===== config.mk =====
export PLATFORM = sky130hd
export DESIGN_NAME = cdc_hs_arbiter
export DESIGN_NICKNAME = d
export VERILOG_FILES = /design/src/rtl/cdc_hs_arbiter_pkg.sv /design/src/rtl/sync_2ff.sv /design/src/rtl/cdc_hs_arbiter.sv
export SDC_FILE = /design/constraint.sdc
export NUM_CORES = 1
export LEC_CHECK = 0
export CORE_ASPECT_RATIO = 1.4
export CORE_MARGIN = 8
export CORE_UTILIZATION = 34
export CTS_CLUSTER_DIAMETER = 120
export CTS_CLUSTER_SIZE = 28
export DETAILED_ROUTE_END_ITERATION = 10
export GPL_TIMING_DRIVEN = 0
export HOLD_SLACK_MARGIN = 0.1
export PLACE_DENSITY = 0.78
export SLEW_MARGIN = 20
export SYNTH_ARGS = -nofsm -noshare
export SYNTH_HDL_FRONTEND = slang
export SYNTH_SLANG_ARGS = --single-unit

===== constraint.sdc =====
create_clock -name t_clk -period 2.4 [get_ports t_clk]
set_input_delay 0.6 -clock t_clk [delete_from_list [all_inputs] [get_ports t_clk]]
set_output_delay 0.6 -clock t_clk [all_outputs]
set_load 0.02 [all_outputs]

===== src/rtl/cdc_hs_arbiter_pkg.sv =====
// Shared definitions for the CDC handshake arbiter: FSM state encoding,
// default parameter values and an index-width helper.
package cdc_hs_arbiter_pkg;

    localparam int DEF_N_REQ  = 4;
    localparam int DEF_DW     = 32;
    localparam int DEF_TO_CYC = 64;

    typedef enum logic [1:0] {
        ST_IDLE        = 2'd0,
        ST_REQ_HI      = 2'd1,
        ST_ACK_WAIT_LO = 2'd2
    } arb_state_e;

    // Bits needed to hold an index in 0..n-1, never less than one bit.
    function automatic int idx_width(input int n);
        return (n > 1) ? $clog2(n) : 1;
    endfunction

endpackage


===== src/rtl/sync_2ff.sv =====
// Two-flop synchronizer for bringing a level signal from another clock
// domain into clk_i. Both stages clear on reset.
module sync_2ff #(
    parameter int W = 1
) (
    input  logic         clk_i,
    input  logic         rst_ni,
    input  logic [W-1:0] d_i,
    output logic [W-1:0] q_o
);

    logic [W-1:0] meta_q;
    logic [W-1:0] sync_q;

    // Two back-to-back stages; only the second stage is used downstream.
    always_ff @(posedge clk_i or negedge rst_ni) begin
        if (!rst_ni) begin
            meta_q <= '0;
            sync_q <= '0;
        end else begin
            meta_q <= d_i;
            sync_q <= meta_q;
        end
    end

    assign q_o = sync_q;

endmodule


===== src/rtl/cdc_hs_arbiter.sv =====
// Round-robin arbiter feeding a 4-phase CDC handshake sender. One transfer
// is in flight at a time; the handshake must fully close (ack seen low)
// before the next requester is granted. A missing ack times out.
module cdc_hs_arbiter
    import cdc_hs_arbiter_pkg::*;
#(
    parameter int  N_REQ  = DEF_N_REQ,
    parameter int  DW     = DEF_DW,
    parameter int  TO_CYC = DEF_TO_CYC,
    localparam int GW     = idx_width(N_REQ)
) (
    input  logic              t_clk,
    input  logic              rst_n,
    input  logic [N_REQ-1:0]  req_valid,
    input  logic [N_REQ*DW-1:0] req_data,
    output logic [N_REQ-1:0]  req_ready,
    output logic              hs_req,
    output logic [DW-1:0]     hs_data,
    input  logic              hs_ack,
    output logic [GW-1:0]     grant_id,
    output logic              busy,
    output logic              done,
    output logic              timeout_err
);

    localparam int CW = idx_width(TO_CYC);

    arb_state_e    state_q, state_d;
    logic [GW-1:0] rr_q, rr_d;
    logic [CW-1:0] cnt_q, cnt_d;
    logic          hs_req_q, hs_req_d;
    logic [DW-1:0] hs_data_q, hs_data_d;
    logic [GW-1:0] gid_q, gid_d;
    logic          armed_q;
    logic          ack_s;

    logic [GW-1:0]    cand_idx [N_REQ];
    logic [N_REQ-1:0] cand_hit;
    logic [GW-1:0]    win_idx;
    logic             win_found;
    logic             grant_fire;

    // The receiver-domain ack is only ever looked at through this synchronizer.
    sync_2ff #(
        .W (1)
    ) u_ack_sync (
        .clk_i  (t_clk),
        .rst_ni (rst_n),
        .d_i    (hs_ack),
        .q_o    (ack_s)
    );

    // Candidate k is the requester k positions after the round-robin pointer.
    genvar gi;
    generate
        for (gi = 0; gi < N_REQ; gi++) begin : g_cand
            logic [GW:0] sum;
            assign sum           = {1'b0, rr_q} + (GW+1)'(gi);
            assign cand_idx[gi]  = (sum >= (GW+1)'(N_REQ)) ? GW'(sum - (GW+1)'(N_REQ))
                                                           : GW'(sum);
            assign cand_hit[gi]  = req_valid[cand_idx[gi]];
        end
    endgenerate

    // Pick the first active candidate, i.e. the nearest requester at or after rr_q.
    always_comb begin
        win_found = 1'b0;
        win_idx   = '0;
        for (int k = N_REQ - 1; k >= 0; k--) begin
            if (cand_hit[k]) begin
                win_found = 1'b1;
                win_idx   = cand_idx[k];
            end
        end
    end

    // One-hot acceptance pulse, only in the cycle a grant is actually taken.
    generate
        for (gi = 0; gi < N_REQ; gi++) begin : g_ready
            assign req_ready[gi] = grant_fire && (win_idx == GW'(gi));
        end
    endgenerate

    // Next-state and pulse outputs for the three-state handshake FSM.
    always_comb begin
        state_d     = state_q;
        rr_d        = rr_q;
        cnt_d       = cnt_q;
        hs_req_d    = hs_req_q;
        hs_data_d   = hs_data_q;
        gid_d       = gid_q;
        grant_fire  = 1'b0;
        done        = 1'b0;
        timeout_err = 1'b0;
        case (state_q)
            ST_IDLE: begin
                // armed_q holds off grants until the first edge after reset.
                if (armed_q && win_found) begin
                    grant_fire = 1'b1;
                    hs_data_d  = req_data[win_idx*DW +: DW];
                    gid_d      = win_idx;
                    hs_req_d   = 1'b1;
                    cnt_d      = '0;
                    rr_d       = (win_idx == GW'(N_REQ - 1)) ? '0 : win_idx + GW'(1);
                    state_d    = ST_REQ_HI;
                end
            end
            ST_REQ_HI: begin
                // An ack arriving on the last allowed cycle still counts as success.
                if (ack_s) begin
                    done     = 1'b1;
                    hs_req_d = 1'b0;
                    state_d  = ST_ACK_WAIT_LO;
                end else if (cnt_q == CW'(TO_CYC - 1)) begin
                    timeout_err = 1'b1;
                    hs_req_d    = 1'b0;
                    state_d     = ST_ACK_WAIT_LO;
                end else begin
                    cnt_d = cnt_q + CW'(1);
                end
            end
            ST_ACK_WAIT_LO: begin
                // Wait for the receiver to drop ack so phases never overlap.
                if (!ack_s) begin
                    state_d = ST_IDLE;
                end
            end
            default: begin
                state_d = ST_IDLE;
            end
        endcase
    end

    // State and datapath registers; reset abandons any transfer in flight.
    always_ff @(posedge t_clk or negedge rst_n) begin
        if (!rst_n) begin
            state_q   <= ST_IDLE;
            rr_q      <= '0;
            cnt_q     <= '0;
            hs_req_q  <= 1'b0;
            hs_data_q <= '0;
            gid_q     <= '0;
            armed_q   <= 1'b0;
        end else begin
            state_q   <= state_d;
            rr_q      <= rr_d;
            cnt_q     <= cnt_d;
            hs_req_q  <= hs_req_d;
            hs_data_q <= hs_data_d;
            gid_q     <= gid_d;
            armed_q   <= 1'b1;
        end
    end

    assign hs_req   = hs_req_q;
    assign hs_data  = hs_data_q;
    assign grant_id = gid_q;
    assign busy     = (state_q != ST_IDLE);

endmodule


==> results.sh <==
export IMPL_antenna_cells=0
export IMPL_status="finished, final reports clean"
export IMPL_swShare_pct=40.0
export IMPL_synth_mux_area_share_pct=22.4
export IMPL_pin_count=177
export IMPL_r2r_slack_ns=0.19
export IMPL_numCtsBuffers=5
export IMPL_place_gp_congestion=0.792
export IMPL_setup_viol_count_final=0
export IMPL_internal_power_mw=3.09
export IMPL_clkLatencyLatePin_ns=0.28
export IMPL_worstPathCellList="buf_4 -> nor2b_1 -> nor3_2 -> o22ai_2 -> buf_6 -> ha_1 -> and2_1 -> buf_6"
export IMPL_crit_fanout=4
export IMPL_drive_above_1_share_pct=12.6
export IMPL_sequentialPowerShare_pct=26.7
export IMPL_maxCapViolCount=0
export IMPL_synth_top_family_by_area="multiplexers"
export IMPL_p_switching_mw=2.06
export IMPL_fin_crit_ns=2.37
export IMPL_holdWs_ns=0.258
export IMPL_cp_end_kind="output port"
export IMPL_rsz0062_at_grt="yes"
export IMPL_fmax_mhz=422
export IMPL_wl_per_cell_um=18.7
export IMPL_max_vdd_ir_drop_uv=515
export IMPL_power_density_nw_per_um2=1030
export IMPL_avgSynthCellArea_sq_um=10.4
export IMPL_dp_final_hpwl_mm=8.73
export IMPL_slowest_stage="nor3_2"
export IMPL_rr_worst_depth=8
export IMPL_final_fill_count=695
export IMPL_nNetsFinal=603
export IMPL_dr_pass1_iters=4
export IMPL_antenna_left=0
export IMPL_grt_start_max_net_pins=32
export IMPL_die_h_um=124
export IMPL_io_buffer_count=176
export IMPL_clkPwrFrac_pct=14.9
export IMPL_via_per_inst=5.19
export IMPL_htreeDepth=2
export IMPL_slowest_delay_ns=0.18
export IMPL_area_growth_pct=74.9
export IMPL_drcViolationCount=0
export IMPL_arrival_ns=1.77
export IMPL_dpl_cell_area_sq_um=4760
export IMPL_ys_flop_type="dfrtp_1"
export IMPL_p_leak_nw=2.25
export IMPL_ys_seq_area_share_pct=42.0
export IMPL_layoutNonFillerInstCount=564
export IMPL_startpoint_type="primary input"
export IMPL_grt_ovfl_total=0
export IMPL_path_buf_inv=3
export IMPL_synth_fp_nets=415
export IMPL_vias=2929
export IMPL_dp_cells=554
export IMPL_num_rows=39
export IMPL_core_area_sq_um=8150
export IMPL_timing_critical_path_mode_cell="buf_6"
export IMPL_required_ns=1.80
export IMPL_antenna_found_initial=0
export IMPL_cts_max_path_buffers=2
export IMPL_synth_compound_area_share_pct=16.1
export IMPL_grt_pass1_vias=3393
export IMPL_fin_ws_ns=0.0326
export IMPL_synthXorXnorAreaFrac_pct=0.613
export IMPL_critPathKind="primary input to output port"
export IMPL_design_area_sq_um=5000
export IMPL_drt_iter0_drc=98
export IMPL_synth_edf_count=0
export IMPL_dp_slack_ns=-1.20
export IMPL_root_buffer="clkbuf_16"
export IMPL_cts_tree="yes"
export IMPL_wl_mm=10.6
export IMPL_die_x_um=93.5
export IMPL_utilization_pct=61.3
export IMPL_grt_pass1_wl_mm=16.9
export IMPL_finalMaxSlewViolations=0
export IMPL_r2r_start="rr_q[0]"
export IMPL_finClkSkew_ns=0.00553
export IMPL_synthAdderAreaFrac_pct=2.19
export IMPL_hold_viol=0
export IMPL_cts_sinks=48
export IMPL_grt_use_total_pct=18.0
export IMPL_finalCritPeriodShare_pct=98.6
export IMPL_synth_async_reset_ratio_pct=100
export IMPL_start_util_pct=35.1
export IMPL_ys_warn_count=0
export IMPL_synth_area_sq_um=2860
export IMPL_synth_cells=275
export IMPL_power_share_combinational_pct=58.5
export IMPL_ys_ff_latch=48
export IMPL_cts_clk_slew_worst_paths_ns=0.06
export IMPL_critPathTopFamily="simple AND/OR/NAND/NOR gates"
export IMPL_synth_simple_area_share_pct=11.3
export IMPL_hp_class="primary input to async pin"
export IMPL_dieArea_sq_um=11600
export IMPL_synth_cell_type_count=37
export IMPL_rr_endpoint="hs_data[17]"
## power by group through the flow
stage / Combinational (mW) / Clock, mW / Sequential, mW
after floorplan: 1.35 / 0 / 1.69
after global placement: 2.91 / 0 / 1.36
after detailed placement: 2.97 / 0 / 1.37
after CTS: 3.00 / 0.774 / 1.37
after global routing: 3.24 / 0.809 / 1.41
final: 3.01 / 0.764 / 1.37
## metal layers
layer  routed length, um  vias up  global-route usage, %
li1                    -     1387                      -
met2                5650      132                   33.1
met1                3860     1396                   18.4
met4                 221        0                   5.90
met3                 828       14                   5.37
met5                   0        -                      0
## logic make-up (layout without fill, tap and decap cells)
logic type | Yosys count | in the layout
AOI/OAI and AO/OA | 55 | 55
xor gates and xnor gates | 2 | 2
adders and majority gates | 5 | 5
buffers and inverters | 26 | 213
DFF | 48 | 48
muxes | 64 | 64
other | 1 | 1
and+or+nand+nor | 74 | 74
## final cells by class
cell class | count | area (sq um) | area share [%]
clock inverter | 1 | 30.0 | 0.601
sequential | 48 | 1200 | 24.1
inverter | 7 | 31.3 | 0.626
timing repair buffer | 182 | 1800 | 36.0
multi-input combinational | 201 | 1570 | 31.4
tap | 102 | 128 | 2.55
buffer | 18 | 113 | 2.25
clock buffer | 5 | 125 | 2.50
## Yosys cell counts, types with 4 or more instances
cell type	n	share of area [%]
nand2_1	43	5.7
and2_1	4	0.88
ha_1	5	2.2
mux2i_1	64	22
dfrtp_1	48	42
buf_2	12	2.1
o21ai_0	5	0.88
nor2_1	12	1.6
inv_1	5	0.66
buf_6	4	1.6
a21oi_1	6	1.1
o221ai_1	32	9.8
## metrics by stage
stage	setup TNS, ns	total power, mW
global route	-0.0144	5.46
floorplan	0	3.04
finish	0	5.15
global placement	-47.48	4.26
CTS	0	5.14
detailed placement	-14.35	4.34
## layout by cell type, fill, tap and decap left out, types with 4 or more instances in the layout
| cell | count |
|---|---|
| clkdlybuf4s50_1 | 166 |
| nor2_1 | 11 |
| dfrtp_1 | 47 |
| buf_4 | 8 |
| inv_1 | 4 |
| buf_6 | 7 |
| clkbuf_16 | 5 |
| and2_4 | 4 |
| o21ai_0 | 5 |
| mux2i_1 | 64 |
| nand2_1 | 43 |
| o221ai_1 | 32 |
| buf_2 | 15 |
| a21oi_1 | 5 |
## worst max-delay path by stage
| stage | startpoint | end | cells past startpoint |
|---|---|---|---|
| finish | req_valid[2] | req_ready[2] | 8 |
| global route | req_valid[2] | req_ready[2] | 8 |
| CTS | req_valid[0] | req_ready[3] | 9 |
| detailed placement | req_valid[0] | req_ready[1] | 10 |
| global placement | req_valid[2] | req_ready[3] | 10 |
| floorplan | req_valid[2] | req_ready[1] | 8 |
## timing repair
action,4_1_cts,5_1_grt
hold buffers,0,0
gates resized for setup,47,18
pin swaps,4,5
hold endpoints to repair,0,0
setup buffers,5,0
endpoints found under the setup margin,11,5
## registers in the layout, summed over array words and instances (netlist names), 2 cells and up
name,count
grant_id,2
state_q,2
cnt_q,6
rr_q,2
hs_data,32
No activity file was read; power rests on OpenSTA's default activity.
